===== src/rtl/window_conv.sv =====
// -----------------------------------------------------------------------------
// window_conv
//   Builds a KxK sliding window from the K-pixel columns delivered by the
//   row-buffer top, convolves it with a signed KxK kernel and emits one
//   clamped pixel per complete window.
//
//   Pipeline (one column accepted per clock at most):
//     stage 1 : window shift register + column counter + valid/eol tags
//     stage 2 : K*K signed products
//     stage 3 : sum of products
//     stage 4 : arithmetic shift, clamp to [0, 2^PIXEL_WIDTH-1], output regs
//   A column accepted at edge n appears on pix_out at edge n+3.
//
//   Handshake: col_valid qualifies col_in for one cycle; there is no
//   back-pressure, so the consumer must take pix_out whenever pix_valid=1.
//
// Ports
//   clk        rising-edge clock
//   rst_n      synchronous active-low reset, highest priority
//   start      frame start: clears column count and stage-1 tags
//   col_valid  column strobe
//   col_in     K pixels, pixel r at [r*PIXEL_WIDTH +: PIXEL_WIDTH], r=0 top
//   coef       signed kernel, entry (r,c) at index r*K+c, c=K-1 newest column
//   pix_valid  pix_out valid this cycle
//   pix_out    filtered, saturated pixel (holds between valid outputs)
//   eol        high with the last output of each image row
// -----------------------------------------------------------------------------
module window_conv #(
   parameter int K           = 3,
   parameter int PIXEL_WIDTH = 8,
   parameter int COEF_WIDTH  = 8,
   parameter int IMG_WIDTH   = 512,
   parameter int SHIFT       = 0
) (
   input  logic                          clk,
   input  logic                          rst_n,
   input  logic                          start,
   input  logic                          col_valid,
   input  logic [K*PIXEL_WIDTH-1:0]      col_in,
   input  logic [K*K*COEF_WIDTH-1:0]     coef,
   output logic                          pix_valid,
   output logic [PIXEL_WIDTH-1:0]        pix_out,
   output logic                          eol
);

   localparam int N      = K * K;
   localparam int CNT_W  = (IMG_WIDTH > 1) ? $clog2(IMG_WIDTH) : 1;
   localparam int PROD_W = PIXEL_WIDTH + COEF_WIDTH + 1;
   localparam int SUM_W  = PIXEL_WIDTH + COEF_WIDTH + $clog2(N) + 1;

   localparam logic [CNT_W-1:0]        CNT_LAST = CNT_W'(IMG_WIDTH - 1);
   localparam logic [CNT_W-1:0]        CNT_FULL = CNT_W'(K - 1);
   localparam logic signed [SUM_W-1:0] PIX_MAX  = SUM_W'({PIXEL_WIDTH{1'b1}});

   // ---------------- stage 1: window and column counter ----------------
   logic [PIXEL_WIDTH-1:0] win_q [K][K];   // [row][col], col K-1 newest
   logic [CNT_W-1:0]       col_cnt_q, col_cnt_d, cnt_base;
   logic                   win_v_q, win_v_d;
   logic                   win_eol_q, win_eol_d;

   always_comb begin
      // start restarts counting; a column strobed with start becomes column 0
      cnt_base  = start ? '0 : col_cnt_q;
      col_cnt_d = cnt_base;
      if (col_valid) begin
         col_cnt_d = (cnt_base == CNT_LAST) ? '0 : cnt_base + CNT_W'(1);
      end
      // the first K-1 columns of a row never form a complete window
      win_v_d   = col_valid && !start && (col_cnt_q >= CNT_FULL);
      win_eol_d = col_valid && !start && (col_cnt_q == CNT_LAST);
   end

   always_ff @(posedge clk) begin
      if (!rst_n) begin
         for (int r = 0; r < K; r++) begin
            for (int c = 0; c < K; c++) begin
               win_q[r][c] <= '0;
            end
         end
         col_cnt_q <= '0;
         win_v_q   <= 1'b0;
         win_eol_q <= 1'b0;
      end else begin
         if (col_valid) begin
            for (int r = 0; r < K; r++) begin
               for (int c = 0; c < K - 1; c++) begin
                  win_q[r][c] <= win_q[r][c+1];
               end
               win_q[r][K-1] <= col_in[r*PIXEL_WIDTH +: PIXEL_WIDTH];
            end
         end
         col_cnt_q <= col_cnt_d;
         win_v_q   <= win_v_d;
         win_eol_q <= win_eol_d;
      end
   end

   // ---------------- stage 2: products ----------------
   logic signed [PROD_W-1:0] prod_d [N];
   logic signed [PROD_W-1:0] prod_q [N];
   logic                     v2_q, eol2_q;

   always_comb begin
      for (int r = 0; r < K; r++) begin
         for (int c = 0; c < K; c++) begin
            // pixel is unsigned: prepend a zero so it stays positive when signed
            prod_d[r*K+c] = PROD_W'($signed({1'b0, win_q[r][c]}))
                          * PROD_W'($signed(coef[(r*K+c)*COEF_WIDTH +: COEF_WIDTH]));
         end
      end
   end

   // ---------------- stage 3: sum ----------------
   logic signed [SUM_W-1:0] sum_d, sum_q;
   logic                    v3_q, eol3_q;

   always_comb begin
      sum_d = '0;
      for (int i = 0; i < N; i++) begin
         sum_d = sum_d + SUM_W'(prod_q[i]);
      end
   end

   // ---------------- stage 4: shift and clamp ----------------
   logic signed [SUM_W-1:0] shifted;
   logic [PIXEL_WIDTH-1:0]  pix_d;
   logic [PIXEL_WIDTH-1:0]  pix_out_q;
   logic                    pix_valid_q, eol_q;

   always_comb begin
      shifted = sum_q >>> SHIFT;
      if (shifted < 0) begin
         pix_d = '0;
      end else if (shifted > PIX_MAX) begin
         pix_d = '1;
      end else begin
         pix_d = shifted[PIXEL_WIDTH-1:0];
      end
   end

   // stages 2-4 advance every cycle; only the tags decide what is visible
   always_ff @(posedge clk) begin
      if (!rst_n) begin
         for (int i = 0; i < N; i++) begin
            prod_q[i] <= '0;
         end
         v2_q        <= 1'b0;
         eol2_q      <= 1'b0;
         sum_q       <= '0;
         v3_q        <= 1'b0;
         eol3_q      <= 1'b0;
         pix_out_q   <= '0;
         pix_valid_q <= 1'b0;
         eol_q       <= 1'b0;
      end else begin
         for (int i = 0; i < N; i++) begin
            prod_q[i] <= prod_d[i];
         end
         v2_q   <= win_v_q;
         eol2_q <= win_eol_q;
         sum_q  <= sum_d;
         v3_q   <= v2_q;
         eol3_q <= eol2_q;
         if (v3_q) begin
            pix_out_q <= pix_d;
         end
         pix_valid_q <= v3_q;
         eol_q       <= v3_q && eol3_q;
      end
   end

   assign pix_valid = pix_valid_q;
   assign pix_out   = pix_out_q;
   assign eol       = eol_q;

endmodule


===== config.mk =====
export PLATFORM = sky130hd
export DESIGN_NAME = window_conv
export DESIGN_NICKNAME = d
export VERILOG_FILES = /design/src/rtl/window_conv.sv
export SDC_FILE = /design/constraint.sdc
export NUM_CORES = 2
export LEC_CHECK = 0
export CAP_MARGIN = 40
export CELL_PAD_IN_SITES_DETAIL_PLACEMENT = 0
export CELL_PAD_IN_SITES_GLOBAL_PLACEMENT = 1
export CORE_AREA = 4 4 309 311
export CTS_CLUSTER_DIAMETER = 30
export DETAILED_ROUTE_END_ITERATION = 10
export DIE_AREA = 0 0 313 315
export GPL_TIMING_DRIVEN = 0
export PLACE_DENSITY_LB_ADDON = 0.1
export SYNTH_ARGS = -nofsm -noshare
export SYNTH_HDL_FRONTEND = slang
export SYNTH_SLANG_ARGS = --single-unit

===== constraint.sdc =====
create_clock -name clk -period 5.75 [get_ports clk]
set_input_delay 0.8625 -clock clk [delete_from_list [all_inputs] [get_ports clk]]
set_output_delay 0.8625 -clock clk [all_outputs]
set_load 0.05 [all_outputs]

== After elaboration in Yosys (flattened, before gate mapping) ==
Memory sizes are Yosys's and may differ from the RTL's.
Cells that the tools add are included.

* Add/sub/neg operators: 9
* Multiply operators: 9
* Magnitude comparators: 3
* Equal/unequal tests: 2
* Muxes and demuxes: 28
* Bitwise logic cells: 18
* Reductions and logical operators: 5

{| class="wikitable"
|+ Operators with widths
! kind !! count
|-
| $mul 9x8->17 || 9
|-
| $mux 17 || 9
|-
| $mux 8 || 11
|-
| $add 21x17->21 || 4
|-
| $mux 9 || 3
|-
| $add 20x17->21 || 1
|-
| $gt 21x9->1 const B || 1
|-
| $lt 21x1->1 const B || 1
|-
| $add 19x17->20 || 1
|-
| $add 18x17->19 || 1
|-
| $add 17x17->18 || 1
|-
| $eq 9x9->1 const B || 2
|-
| $or 1x1->1 || 18
|-
| $add 9x1->9 const B || 1
|-
| $ge 9x2->1 const B || 1
|-
| $mux 1 || 5
|-
| $logic_and 1x1->1 || 4
|-
| $logic_not 1->1 || 1
|}

* Register bits after elaboration: 46
* Bits in writable memories: 225
* Output and inout bits: 10
* Word-level logic and storage cells: 87
* Memories: 2

{| class="wikitable"
|+ Memories
! name !! depth !! bits a word !! read ports !! clocked after Yosys merged registers in !! write ports !! line !! text
|-
| prod_q || 9 || 17 || 9 || 0 || 9 || 100 || <nowiki>logic signed [PROD_W-1:0] prod_q [N];</nowiki>
|-
| win_q || 3 || 24 || 3 || 0 || 3 || 56 || <nowiki>logic [PIXEL_WIDTH-1:0] win_q [K][K];</nowiki>
|}

== Longest topological paths before layout ==
An unclocked memory read counts as a cell.

* Depth in word-level cells: 9
* Gate-level depth with buffers: 17
* Gate-level depth less buffers: 16

== Worst setup path after synthesis ==
No wires, ideal clock.

* Path type: input to register
* Start: in coef[42]
* End: mem prod_q[0][100] (netlist bit)
* Library setup time: 0.118 ns
* Arrival time: 4.298 ns
* Required time: 5.632 ns
* Path slack: 1.333 ns
* Stages on the path: 15
* Path buffers: 1
* Path through: nand2_1 fa_1 inv_1 fa_1 fa_1 inv_1 fa_1 inv_1 ha_1 clkbuf_1 nand4_1 nand3_1 or2_1 a311o_1 mux2i_1

{| class="wikitable"
|+ RTL lines
! what !! line !! text
|-
| from (decl) || 40 || <nowiki>input logic [K*K*COEF_WIDTH-1:0] coef,</nowiki>
|-
| to (decl) || 100 ||
|}

==> impl_metrics.py <==
metrics = {
    "clock_network": {
        "cts_tree": "built",
        "cts-root-buf": "clkbuf_16",
        "cts-hold-fix-buffers": 0,
        "clkLatencyLatePin_ns": 0.63,
        "cts_made_buffers": 82,
        "cts_resized": 0,
        "cts_sinks": 271,
        "clk_pin_slew_worst_paths_ns": 0.04,
        "cts_max_path_buffers": 3,
        "ctsHtreeMaxLevel": 3,
        "cts_setup_buffers": 0,
    },
    "floorplanning": {
        "ios": 110,
        "die_area_um2": 98600,
        "fp.coreArea_um2": 92800,
        "rows": 112,
        "die_h_um": 315,
        "start_util_pct": 34.7,
        "die_w_um": 313,
    },
    "place": {
        "post-dp-hpwl_um": 79500,
        "portBuffers": 109,
        "dp.cells": 4844,
        "gp_congestion": 0.811,
    },
    "critical_path": {
        "cp_data_required_time_ns": 6.21,
        "cpPeakStageDelay_ns": 0.60,
        "cp_max_fo": 8,
        "timing.critical_path.cells": "clkdlybuf4s50_1, and2_1, fa_1, inv_1, fa_1, inv_1, fa_1, fa_1, ha_1, o21a_1, a211oi_2, o21ai_1, a41oi_1, mux2i_1",
        "critPathTopFamily": "adder cells",
        "worstPathArrival_ns": 5.59,
        "cp-end-kind": "flop",
        "crit_buf_inv": 3,
        "cpMostUsedCell": "fa_1",
        "cp_slowest_cell": "clkdlybuf4s50_1",
        "critPathLaunchType": "primary input",
        "path_class": "primary input to flop",
    },
    "route": {
        "wirelength_um": 96100,
        "firstDrtPassIters": 6,
        "wl_per_cell_um": 19.2,
        "postRouteAntennaNets": 0,
        "drt-initial-drc-count": 1019,
        "viasPerCell": 4.69,
        "drc": 0,
        "vias": 23400,
    },
    "logic_synthesis": {
        "synthFlopType": "dfxtp_1",
        "syn_nets": 4429,
        "synth_edf_count": 72,
        "synthCells": 3464,
        "yosysSeqAreaShare_pct": 19.1,
        "yosysWarnings": 0,
        "async_reset_ff_share_pct": 0,
        "netlist_area_um2": 32200,
        "synthDistinctLibCells": 62,
        "synth_seq_cells": 271,
        "avgSynthCellArea_um2": 9.29,
    },
    "final_layout": {
        "fin_util_pct": 40.8,
        "layout_commonest_cell": "inv_1",
        "area_delta_synth_final_pct": 17.6,
        "drive_above_1_share_pct": 5.34,
        "final_nets": 4639,
        "n_fill_cell": 9500,
        "final_cell_mix": "inv_1 (727), fa_1 (455), ha_1 (410)",
        "final_cells": 4998,
    },
    "sta": {
        "hold_viol": 0,
        "finalSetupViolCount": 0,
        "tightest_slew_ns": 0.894,
        "relSlewSlack_pct": 40.4,
        "fmax_mhz": 195,
        "min_period_ns": 5.13,
        "finalSetupTns_ns": 0,
        "clock_skew_ns": 0.0226,
        "slew_viol_final": 0,
        "rsz0062_at_grt": "no",
        "final.period_utilization_pct": 89.2,
        "hold_ws_ns": 0.435,
    },
    "power_and_ir_drop": {
        "power_uw": 23300,
        "ir_drop_uv": 1510,
        "power_density_nw_per_um2": 616,
        "leakage_uw": 0.0189,
    },
    "job": {
        "maxCapViolations": 0,
    },
    "global_routing": {
        "grt_pass1_wl_um": 151000,
        "grt_pass1_vias": 25000,
        "antenna_found_initial": 7,
        "track_usage_pct": 20.1,
        "grt_max_degree": 41,
        "overflow": 0,
    },
    "status": {
        "status": "complete, no violations",
    },
    "min_path": {
        "hold_class": "flop to flop",
    },
}
-- synthesized netlist by cell type, types with 12 or more instances --
library cell | n | share of area (%)
a211oi_1 | 23 | 0.54
a21o_1 | 32 | 0.75
a21oi_1 | 109 | 1.7
a31oi_1 | 12 | 0.23
and2_1 | 321 | 6.2
and3_1 | 93 | 1.8
clkbuf_1 | 62 | 0.72
dfxtp_1 | 199 | 12
edfxtp_1 | 72 | 6.7
fa_1 | 455 | 28
ha_1 | 410 | 16
inv_1 | 727 | 8.5
mux2i_1 | 51 | 1.6
nand2_1 | 321 | 3.7
nand2b_1 | 93 | 1.8
nand3_1 | 40 | 0.62
nand4_1 | 20 | 0.39
nor2_1 | 121 | 1.4
nor2b_1 | 26 | 0.51
nor3_1 | 42 | 0.65
o21a_1 | 33 | 0.77
o21ai_0 | 44 | 0.68
or2_2 | 12 | 0.23
xnor2_1 | 19 | 0.52
xor2_1 | 17 | 0.46
-- registers in the layout, indices dropped and copies added (netlist names) --
name,count
v2_q,1
shifted,21
v3_q,1
eol3_q,1
prod_q,153
win_q,72
pix_out,8
eol,1
col_cnt_q,9
win_eol_q,1
pix_valid,1
win_v_q,1
eol2_q,1
-- worst paths after layout --
kind	start	endpoint	slack, ns	cells past startpoint
hold reg to reg	eol2_q	eol3_q	0.43	1
setup / recovery	coef[26]	prod_q[0][66]	0.62	14
setup reg to reg	win_q[0][45]	prod_q[0][66]	0.93	13
hold / removal	eol2_q	eol3_q	0.43	1
-- logic make-up (layout without fill, tap and decap cells) --
| group | count (synthesis) | in the layout | synth area share (%) |
|---|---|---|---|
| flip-flops | 271 | 271 | 19.1 |
| adder cells (fa/ha/maj) | 865 | 865 | 44.3 |
| AND/OR/NAND/NOR | 1120 | 1120 | 18.1 |
| multiplexers | 52 | 52 | 1.62 |
| XOR/XNOR | 36 | 36 | 0.980 |
| other | 0 | 1 | 0 |
| AO/OA/AOI/OAI | 323 | 323 | 6.57 |
| buffers and inverters | 797 | 1076 | 9.35 |
-- per-stage QoR --
| stage | setup slack [ns] | cell area, µm² |
|---|---|---|
| global placement | -1.30 | 34800 |
| global route | 0.456 | 37800 |
| detailed placement | 0.0251 | 35100 |
| floorplan | 1.33 | 32200 |
| finish | 0.621 | 37800 |
| CTS | 0.650 | 37800 |
-- routing by layer --
metal	routed length [µm]	share of wire, %	vias up	global-route usage (%)
met2	43900	46	340	32.6
met5	0	0	-	0
met3	3610	3.8	95	2.61
li1	-	-	11400	-
met1	46800	49	11600	28.8
met4	1750	1.8	0	4.51
-- final cells by class --
class | instances | area [µm²] | share of cell area [%]
Antenna cell | 1 | 2.50 | 0.00661
Buffer | 70 | 280 | 0.741
Clock buffer | 105 | 2280 | 6.03
Clock inverter | 48 | 475 | 1.26
Inverter | 727 | 2730 | 7.21
Multi-Input combinational cell | 2396 | 23000 | 60.8
Sequential cell | 271 | 6150 | 16.2
Tap cell | 1254 | 1570 | 4.15
Timing Repair Buffer | 126 | 1330 | 3.51
-- where the power goes --
part / switching [µW] / internal [µW] / leakage [µW]
Sequential: 317 / 2440 / 0.00244
Clock: 1420 / 2990 / 0.00135
Combinational: 9620 / 6510 / 0.0151
No activity file was read; power rests on OpenSTA's default activity.
